File: config.mk
export PLATFORM = sky130hd
export DESIGN_NAME = master_bridge_async_fifo_wr_ctrl
export DESIGN_NICKNAME = d
export VERILOG_FILES = /design/src/rtl/master_bridge_async_fifo_wr_ctrl.sv
export SDC_FILE = /design/constraint.sdc
export NUM_CORES = 1
export LEC_CHECK = 0
export CELL_PAD_IN_SITES_DETAIL_PLACEMENT = 0
export CELL_PAD_IN_SITES_GLOBAL_PLACEMENT = 1
export CORE_ASPECT_RATIO = 1.25
export CORE_MARGIN = 3
export CORE_UTILIZATION = 36
export CTS_CLUSTER_DIAMETER = 50
export DETAILED_ROUTE_END_ITERATION = 10
export PLACE_DENSITY = 0.83
export SLEW_MARGIN = 20
export SYNTH_ARGS = -nofsm -noshare
export SYNTH_HDL_FRONTEND = slang
export SYNTH_SLANG_ARGS = --single-unit
File: constraint.sdc
create_clock -name CLK -period 5.85 [get_ports CLK]
set_clock_uncertainty 0.1 [all_clocks]
set_input_delay 1.17 -clock CLK [delete_from_list [all_inputs] [get_ports CLK]]
set_output_delay 1.17 -clock CLK [all_outputs]
set_load 0.01 [all_outputs]
File: src/rtl/master_bridge_async_fifo_wr_ctrl.sv
// Write-side controller of the master-bridge async FIFO: write pointer, full, almost-full, fill level.
// Optional sticky push-while-full flag o_overflow is enabled by defining MASTER_BRIDGE_FIFO_OVF_ERR_EN.
module master_bridge_async_fifo_wr_ctrl #(
    parameter int ADDR_WIDTH   = 3,
    parameter int AFULL_THRESH = 6
) (
    input  logic                  CLK,
    input  logic                  i_w_rst,
    input  logic                  i_push,
    input  logic [ADDR_WIDTH:0]   i_rd_gray_ptr_sync,
    output logic [ADDR_WIDTH-1:0] o_wr_addr,
    output logic [ADDR_WIDTH:0]   o_wr_gray_ptr,
    output logic                  o_full,
    output logic                  o_almost_full,
    output logic [ADDR_WIDTH:0]   o_fill_level
`ifdef MASTER_BRIDGE_FIFO_OVF_ERR_EN
    ,
    output logic                  o_overflow
`endif
);

    localparam logic [ADDR_WIDTH:0] PTR_ONE   = {{ADDR_WIDTH{1'b0}}, 1'b1};
    localparam logic [ADDR_WIDTH:0] AFULL_LVL = (ADDR_WIDTH+1)'(AFULL_THRESH);

    function automatic logic [ADDR_WIDTH:0] gray2bin(input logic [ADDR_WIDTH:0] g);
        logic [ADDR_WIDTH:0] b;
        b[ADDR_WIDTH] = g[ADDR_WIDTH];
        for (int i = ADDR_WIDTH - 1; i >= 0; i--) begin
            b[i] = b[i+1] ^ g[i];
        end
        return b;
    endfunction

    logic [ADDR_WIDTH:0] wr_bin_q,  wr_bin_d;
    logic [ADDR_WIDTH:0] wr_gray_q, wr_gray_d;
    logic [ADDR_WIDTH:0] fill_q,    fill_d;
    logic                full_q,    full_d;
    logic                afull_q,   afull_d;
    logic                accepted;
    logic [ADDR_WIDTH:0] rd_bin;
    logic [ADDR_WIDTH:0] rd_full_gray;

    always_comb begin
        accepted     = i_push & ~full_q;
        wr_bin_d     = accepted ? (wr_bin_q + PTR_ONE) : wr_bin_q;
        wr_gray_d    = wr_bin_d ^ (wr_bin_d >> 1);
        rd_bin       = gray2bin(i_rd_gray_ptr_sync);
        // Writer is one full lap ahead when the top two Gray bits differ and the rest match.
        // ADDR_WIDTH >= 2 is assumed for this slice.
        rd_full_gray = {~i_rd_gray_ptr_sync[ADDR_WIDTH:ADDR_WIDTH-1],
                        i_rd_gray_ptr_sync[ADDR_WIDTH-2:0]};
        full_d       = (wr_gray_d == rd_full_gray);
        fill_d       = wr_bin_d - rd_bin;
        afull_d      = (fill_d >= AFULL_LVL);
    end

    always_ff @(posedge CLK) begin
        if (i_w_rst) begin
            wr_bin_q  <= '0;
            wr_gray_q <= '0;
            fill_q    <= '0;
            full_q    <= 1'b0;
            afull_q   <= 1'b0;
        end else begin
            wr_bin_q  <= wr_bin_d;
            wr_gray_q <= wr_gray_d;
            fill_q    <= fill_d;
            full_q    <= full_d;
            afull_q   <= afull_d;
        end
    end

    assign o_wr_addr     = wr_bin_q[ADDR_WIDTH-1:0];
    assign o_wr_gray_ptr = wr_gray_q;
    assign o_full        = full_q;
    assign o_almost_full = afull_q;
    assign o_fill_level  = fill_q;

`ifdef MASTER_BRIDGE_FIFO_OVF_ERR_EN
    logic ovf_q, ovf_d;

    always_comb begin
        ovf_d = ovf_q | (i_push & full_q);
    end

    always_ff @(posedge CLK) begin
        if (i_w_rst) begin
            ovf_q <= 1'b0;
        end else begin
            ovf_q <= ovf_d;
        end
    end

    assign o_overflow = ovf_q;
`endif

endmodule

Word-level counts from Yosys, hierarchy flattened
Index checks and enable logic that the tools add are counted.

Add/sub/neg operators: 2. Eq/ne operators: 1. Bitwise gates (word level): 7. Reductions and logical operators: 0. $lt $le $gt $ge: 1. Div/mod/pow operators: 0. Mux-type cells: 1. Shift operators: 0. Multipliers: 0.

Operators by type and width (count): $add 4x1->4 const B (1); $eq 4x4->1 (1); $ge 4x3->1 const B (1); $mux 4 (1); $sub 4x4->4 (1); $xor 4x3->4 (1); $xor 1x1->1 (3); $not 2->2 (1); $and 1x1->1 (1); $not 1->1 (1).

Bits in writable memories: 0. Register bits: 14. ROM bits: 0. Memories kept: 0. Bits in latches: 0. Output and inout bits: 13.

Logic depth before layout (Yosys ltp)
Gate-level depths: netlist of the first run.

Depth after elaboration: 5. Mapped depth: 9. Gate-level depth less buffers: 9.

Worst setup path before layout of the first run
Ideal clock, no wire load.

Path type: input to register. Start: input i_push. End: register afull_q, in the netlist o_almost_full. Buffers on the path: 0. Setup slack: 2811 ps. Data arrival time: 2823 ps. Required time: 5633 ps. Stages: 8. Cell sequence: nor2b_4 -> mux2i_1 -> inv_1 -> ha_1 -> a21o_1 -> a21oi_1 -> xnor3_1 -> a22o_1.

Longest elaborated chain between the ends: 4.

Ends and longest elaborated chain: start: declaration (RTL line 9) `input logic i_push,`; $and 1x1->1 (RTL line 44) `accepted = i_push & ~full_q;`; $mux 4 (RTL line 45) `wr_bin_d = accepted ? (wr_bin_q + PTR_ONE) : wr_bin_q;`; net wr_bin_d[1] (RTL line 34) `logic [ADDR_WIDTH:0] wr_bin_q, wr_bin_d;`; $sub 4x4->4 (RTL line 53) `fill_d = wr_bin_d - rd_bin;`; $ge 4x3->1 (RTL line 54) `afull_d = (fill_d >= AFULL_LVL);`; end signal: assignment (RTL line 69) `afull_q <= afull_d;`; end: declaration (RTL line 38) `logic afull_q, afull_d;`.

The timed path passes the listed nets, and every way through them passes these cells. A chain may end at the register's enable or synchronous reset.

Worst setup path after layout of the first run
Ends and elaborated chain as after synthesis.

==> impl_metrics.csv, run 1 <==
group,metric,value,unit
cells_and_area,drive_gt1_share,5.68,%
grt,grt_pass1_wl,2050,um
setup_path,path_cells,"clkdlybuf4s50_1 -> nor2b_4 -> mux2i_1 -> inv_1 -> ha_1 -> a21o_1 -> a21oi_1 -> xnor3_1 -> a22o_1",
cells_and_area,seqCellArea,260,um2
placement,place_hpwl,950,um
power_and_ir_drop,ir_drop,0.144,mV
timing,tns,0,ns
power_and_ir_drop,power.switching,74.4,uW
setup_path,critical_path_class,"in2reg",
clocking,cts_resized,0,
floorplanning,fp.coreArea,1790,um2
floorplanning,die_area,2470,um2
power_and_ir_drop,p_comb_share,38.4,%
grt,grt_max_degree,13,
setup_path,cp.arrival,3.48,ns
timing,rsz0062_at_grt,"false",
cells_and_area,layout-area-overhead-vs-synth,34.5,%
logic_synthesis,syn_area_per_cell,10.4,um2
timing,fmax,293,MHz
cells_and_area,diodes,0,
placement,place.gp.congestion,0.662,
setup_path,path_max_fanout,4,
timing,finalHoldViolations,0,
cells_and_area,multiInputGateArea,403,um2
power_and_ir_drop,power_frac_seq,41.3,%
clocking,cts_tree,"built",
power_and_ir_drop,power_frac_clock,20.3,%
power_and_ir_drop,p_int,187,uW
clocking,root_buffer,"clkbuf_4",
grt,antenna_found_initial,0,
logic_synthesis,synth_area,686,um2
floorplanning,ios,20,
detailed_routing,drt_iter0_markers,2,
logic_synthesis,syn_nets,78,
timing,setup_viol,0,
clocking,cts_buffer_depth,2,
setup_path,r2r_setup_slack,3.30,ns
placement,portBuffers,19,
worst_hold_path,hold_class,"reg2reg",
timing,period_share,58.4,%
logic_synthesis,yosysSeqAreaShare,38.0,%
cells_and_area,n_fill_cell,196,
clocking,htreeDepth,1,
setup_path,crit_path_start_kind,"primary input",
power_and_ir_drop,powerDensity,284,nW/um2
setup_path,cpMaxStageDelayCell,"clkdlybuf4s50_1",
logic_synthesis,synth.distinct_cells,22,
detailed_routing,routedWlPerCell,11.1,um
cells_and_area,layout.nets,101,
setup_path,max_stage_delay,0.48,ns
setup_path,reg2reg_from,"wr_bin_q[0]",
grt,grt_pass1_vias,503,
floorplanning,fp.dieH,54.8,um
timing,maxSlewViolCount,0,
clocking,cts_buffers,3,
detailed_routing,totalWireLength,1190,um
clocking,worstSkewPairLatency,0.27,ns
setup_path,r2r_cells,8,
detailed_routing,dr.pass1.iters,2,
clocking,cts_hold_buf,0,
cells_and_area,fin_util,51.6,%
setup_path,worstPathRequired,5.91,ns
detailed_routing,detail-route-antenna-nets,0,
floorplanning,start_util,38.4,%
detailed_routing,vias,516,
setup_path,crit-reg2reg-capture,"o_almost_full",
timing,worstMarginPinSlew,0.686,ns
timing,maxSlewHeadroom,54.1,%
setup_path,crit_path_end_kind,"flop",
floorplanning,num_rows,17,
worst_hold_path,holdPathStages,2,
timing,min_period,3.42,ns
detailed_routing,drt_drc_violations_left,0,
clocking,cts_setup_buffers,0,
logic_synthesis,yosysWarningCount,0,
detailed_routing,viasPerCell,4.82,
worst_hold_path,min_to,"o_wr_gray_ptr[0]",
logic_synthesis,ys_ff_latch,13,
logic_synthesis,syn_inst,66,
clocking,path_clk_slew,0.07,ns
clocking,cts.sinks,13,
grt,gr-total-overflow,0,
grt,grtUsageTotal,11.7,%
flow_run,cap_violations,0,
floorplanning,fp.dieW,45.0,um
outcome,status,"completed",
power_and_ir_drop,p_leak,0.415,nW
power_and_ir_drop,swShare,28.4,%
worst_hold_path,worstHoldStart,"wr_bin_q[0]",
[cells by family (layout without fill, tap and decap cells)]
kind of cell,count (synthesis),in the layout,share of synthesized area [%]
compound gates,4,4,4.38
xor+xnor,13,13,21.7
fa+ha+maj,5,5,10.2
buf+inv,6,28,3.28
flops,13,13,38.0
mux,4,4,5.84
simple gates,21,21,16.6
[through the flow]
stage / total power [mW] / setup slack [ns] / hold WS [ns] / instances / area, um2
after floorplan: 0.171 / 2.81 / 0.516 / 66 / 686
after global placement: 0.211 / 2.13 / 0.513 / 103 / 896
after detailed placement: 0.212 / 2.12 / 0.527 / 103 / 896
after CTS: 0.267 / 2.40 / 0.536 / 107 / 922
after global routing: 0.281 / 2.23 / 0.571 / 107 / 922
final: 0.262 / 2.43 / 0.524 / 107 / 922
[layer usage]
layer | global-route usage, % | vias to the layer above | wire [um]
met5 | 0 | - | 0
met4 | 7.32 | 0 | 19
met3 | 3.29 | 2 | 53
met2 | 20.8 | 11 | 607
met1 | 12.0 | 243 | 508
li1 | - | 260 | -
[power groups by stage]
stage / sequential (mW) / clock, mW / combinational, mW
CTS: 0.109 / 0.0560 / 0.102
global placement: 0.110 / 0 / 0.101
global route: 0.110 / 0.0588 / 0.113
floorplan: 0.117 / 0 / 0.0534
detailed placement: 0.111 / 0 / 0.101
finish: 0.108 / 0.0533 / 0.101
[layout make-up]
class	count	share of cell area, %
clock buffers	4	2.85
well taps	19	2.58
repair buffers	19	20.6
inverters	5	2.04
flip-flops and latches	13	28.2
multi-input cells	47	43.7
[flip-flops by register name, summed over array words and instances, names as in the netlist]
name           flops
o_fill_level       4
wr_bin_q           4
o_wr_gray_ptr      3
o_almost_full      1
o_full             1
[critical path: cells and delay by family]
family                     cells  cell delay (ns)
adders and majority gates      1             0.32
AOI/OAI and AO/OA              3             0.51
and+or+nand+nor                1             0.20
xor gates and xnor gates       1             0.25
buffers and inverters          2             0.63
muxes                          1             0.41
[cell usage in the layout (no fill, tap or decap), types with 2 or more instances in the layout]
cell	synthesis	final
and2_1	2	2
clkbuf_4	0	3
clkdlybuf4s50_1	0	19
dfxtp_1	13	13
ha_1	4	4
inv_1	5	5
mux2i_1	4	4
nand2_1	2	2
nor2_1	10	10
nor2b_1	3	3
xnor2_1	8	8
xnor3_1	2	2
xor2_1	2	2
[Yosys cell counts]
master / instances / area share, %
nor2_1: 10 / 5.5
dfxtp_1: 13 / 38
nand4_1: 1 / 0.91
xor2_2: 1 / 2.4
xor2_1: 2 / 2.6
clkbuf_1: 1 / 0.55
nor2b_4: 1 / 2.0
a21o_1: 1 / 1.1
ha_1: 4 / 7.3
nand3b_1: 1 / 1.1
nor2b_1: 3 / 2.7
o32ai_1: 1 / 1.3
mux2i_1: 4 / 5.8
xnor3_1: 2 / 6.6
fa_1: 1 / 2.9
xnor2_1: 8 / 10
or4b_1: 1 / 1.5
nand2_1: 2 / 1.1
a22o_1: 1 / 1.3
and2_1: 2 / 1.8
inv_1: 5 / 2.7
a21oi_1: 1 / 0.73
[how the worst max path moves through the flow]
| stage | from | to | slack (ns) | cells past startpoint |
|---|---|---|---|---|
| 2_1_floorplan | i_push | o_almost_full | 2.81 | 8 |
| 3_3_place_gp | i_push | o_almost_full | 2.13 | 9 |
| 3_5_place_dp | i_push | o_almost_full | 2.12 | 9 |
| 4_1_cts | i_push | o_almost_full | 2.40 | 9 |
| 5_1_grt | i_push | o_almost_full | 2.23 | 9 |
| 6_report | i_push | o_almost_full | 2.43 | 9 |
No activity file was read; power rests on OpenSTA's default activity.
==> inputs of run 2 (changes only) <==
--- a/config.mk
+++ b/config.mk
@@ -9,10 +9,10 @@
 export CELL_PAD_IN_SITES_GLOBAL_PLACEMENT = 1
 export CORE_ASPECT_RATIO = 1.25
 export CORE_MARGIN = 3
-export CORE_UTILIZATION = 36
+export CORE_UTILIZATION = 31
 export CTS_CLUSTER_DIAMETER = 50
 export DETAILED_ROUTE_END_ITERATION = 10
-export PLACE_DENSITY = 0.83
+export PLACE_DENSITY = 0.76
 export SLEW_MARGIN = 20
 export SYNTH_ARGS = -nofsm -noshare
 export SYNTH_HDL_FRONTEND = slang
==> constraint.sdc (replaced) <==
create_clock -name CLK -period 3 [get_ports CLK]
set_clock_uncertainty 0.1 [all_clocks]
set_input_delay 0.6 -clock CLK [delete_from_list [all_inputs] [get_ports CLK]]
set_output_delay 0.6 -clock CLK [all_outputs]
set_load 0.01 [all_outputs]
==> run 2 against run 1 <==
Net effect: routed wire length grew 4.5%; global-route usage decreased by 1.3 points; non-clock buffer count grew 6; cell count increased by 6.5%; sequential share of layout area decreased by 1.3 points; register-to-register slack worse by 2.6 ns; final area is 5.0% higher; die area up 14%; clock-buffer cell count stayed put; critical path depth increased by 1; critical endpoint unchanged.
==> impl_metrics.csv, run 2 (synthesized netlist as in run 1, its figures left out) <==
group,metric,value,unit
grt,grtUsageTotal,10.5,%
clocking,root_buffer,"clkbuf_4",
cells_and_area,diodes,0,
setup_path,r2r_setup_slack,0.69,ns
detailed_routing,detail-route-antenna-nets,0,
timing,setup_viol,0,
detailed_routing,routedWlPerCell,10.9,um
detailed_routing,viasPerCell,4.67,
cells_and_area,layout.nets,107,
setup_path,crit_path_start_kind,"primary input",
detailed_routing,dr.pass1.iters,2,
timing,min_period,2.70,ns
timing,worstMarginPinSlew,0.436,ns
clocking,cts_buffers,3,
clocking,cts_tree,"built",
outcome,status,"completed",
floorplanning,fp.coreArea,2030,um2
detailed_routing,vias,532,
floorplanning,die_area,2820,um2
clocking,cts.sinks,13,
clocking,htreeDepth,1,
detailed_routing,drt_iter0_markers,2,
setup_path,path_max_fanout,2,
power_and_ir_drop,power_frac_seq,40.2,%
setup_path,r2r_cells,8,
cells_and_area,layout-area-overhead-vs-synth,41.2,%
placement,place.gp.congestion,0.737,
power_and_ir_drop,power.switching,148,uW
timing,fmax,371,MHz
setup_path,crit-reg2reg-capture,"o_almost_full",
grt,gr-total-overflow,0,
detailed_routing,totalWireLength,1240,um
clocking,cts_resized,0,
flow_run,cap_violations,0,
floorplanning,start_util,33.8,%
clocking,path_clk_slew,0.08,ns
setup_path,worstPathRequired,3.06,ns
timing,maxSlewHeadroom,70.8,%
placement,dp_cells,110,
worst_hold_path,min_to,"o_wr_gray_ptr[0]",
grt,grt_pass1_vias,529,
grt,grt_pass1_wl,2110,um
power_and_ir_drop,p_int,374,uW
worst_hold_path,worstHoldStart,"wr_bin_q[0]",
floorplanning,fp.dieH,58.6,um
floorplanning,ios,20,
floorplanning,fp.dieW,48.1,um
power_and_ir_drop,ir_drop,0.211,mV
cells_and_area,final_cell_mix,"19 x clkdlybuf4s50_1, 13 x dfxtp_1, 10 x nor2_1",
timing,tns,0,ns
setup_path,reg2reg_from,"wr_bin_q[0]",
power_and_ir_drop,p_leak,0.443,nW
cells_and_area,fin_util,47.8,%
placement,portBuffers,19,
setup_path,cp.arrival,2.76,ns
worst_hold_path,hold_class,"reg2reg",
placement,place_hpwl,1040,um
floorplanning,num_rows,18,
cells_and_area,n_fill_cell,207,
worst_hold_path,holdPathStages,2,
power_and_ir_drop,swShare,28.4,%
timing,rsz0062_at_grt,"false",
cells_and_area,final_cells,114,
detailed_routing,drt_drc_violations_left,0,
clocking,cts_hold_buf,0,
setup_path,critical_path_class,"in2reg",
timing,finalHoldViolations,0,
clocking,cts_setup_buffers,0,
power_and_ir_drop,powerDensity,539,nW/um2
timing,maxSlewViolCount,0,
clocking,worstSkewPairLatency,0.27,ns
cells_and_area,mostFrequentLayoutCell,"clkdlybuf4s50_1",
power_and_ir_drop,power_frac_clock,20.0,%
grt,antenna_found_initial,0,
grt,grt_max_degree,13,
setup_path,crit_path_end_kind,"flop",
cells_and_area,drive_gt1_share,11.7,%
timing,period_share,89.9,%
clocking,cts_buffer_depth,2,
power_and_ir_drop,p_comb_share,39.8,%
run 2: cell count changes in the layout (fill, tap and decap cells not counted):
cell   before  now
buf_4       0    6
run 2: worst max-delay path: stages:
cell             delay, ns
clkdlybuf4s50_1       0.43
xnor2_1               0.24
xor2_1                0.27
xnor2_1               0.15
ha_1                  0.17
inv_1                 0.06
fa_1                  0.37
xnor2_1               0.15
nor2_1                0.07
a22o_1                0.24
run 2: power groups by stage:
stage	clock (mW)	combinational (mW)	sequential, mW
after floorplan	0	0.104	0.228
after global placement	0	0.207	0.214
after detailed placement	0	0.211	0.215
after CTS	0.106	0.212	0.211
after global routing	0.114	0.231	0.214
final	0.104	0.208	0.210
run 2: worst max path at each step:
stage	end	slack [ns]	startpoint
2_1_floorplan	o_almost_full	0.53	i_push
3_3_place_gp	o_almost_full	0.03	i_rd_gray_ptr_sync[3]
3_5_place_dp	o_almost_full	-0.01	i_rd_gray_ptr_sync[3]
4_1_cts	o_almost_full	0.26	i_rd_gray_ptr_sync[3]
5_1_grt	o_almost_full	0.09	i_rd_gray_ptr_sync[2]
6_report	o_almost_full	0.30	i_rd_gray_ptr_sync[3]
run 2: area by class of cell:
type                    count  area, um2  area share (%)
clock buffers               4       26.3            2.71
inverters                   5       18.8            1.94
multi-input cells          47        403            41.6
flip-flops and latches     13        260            26.9
well taps                  20       25.0            2.58
repair buffers             25        235            24.3
run 2: stage by stage:
stage / hold WS, ns / area, um2 / setup WS (ns) / power, mW
global route: 0.558 / 968 / 0.0948 / 0.558
CTS: 0.524 / 968 / 0.262 / 0.529
global placement: 0.505 / 942 / 0.0304 / 0.421
floorplan: 0.516 / 686 / 0.531 / 0.333
finish: 0.516 / 968 / 0.303 / 0.522
detailed placement: 0.514 / 942 / -0.0124 / 0.426
run 2: layer usage:
| layer | part of all wire (%) | track usage [%] | vias up |
|---|---|---|---|
| li1 | - | - | 269 |
| met1 | 44 | 11.9 | 249 |
| met2 | 50 | 17.0 | 12 |
| met3 | 3.4 | 1.83 | 2 |
| met4 | 2.0 | 6.92 | 0 |
| met5 | 0 | 0 | - |
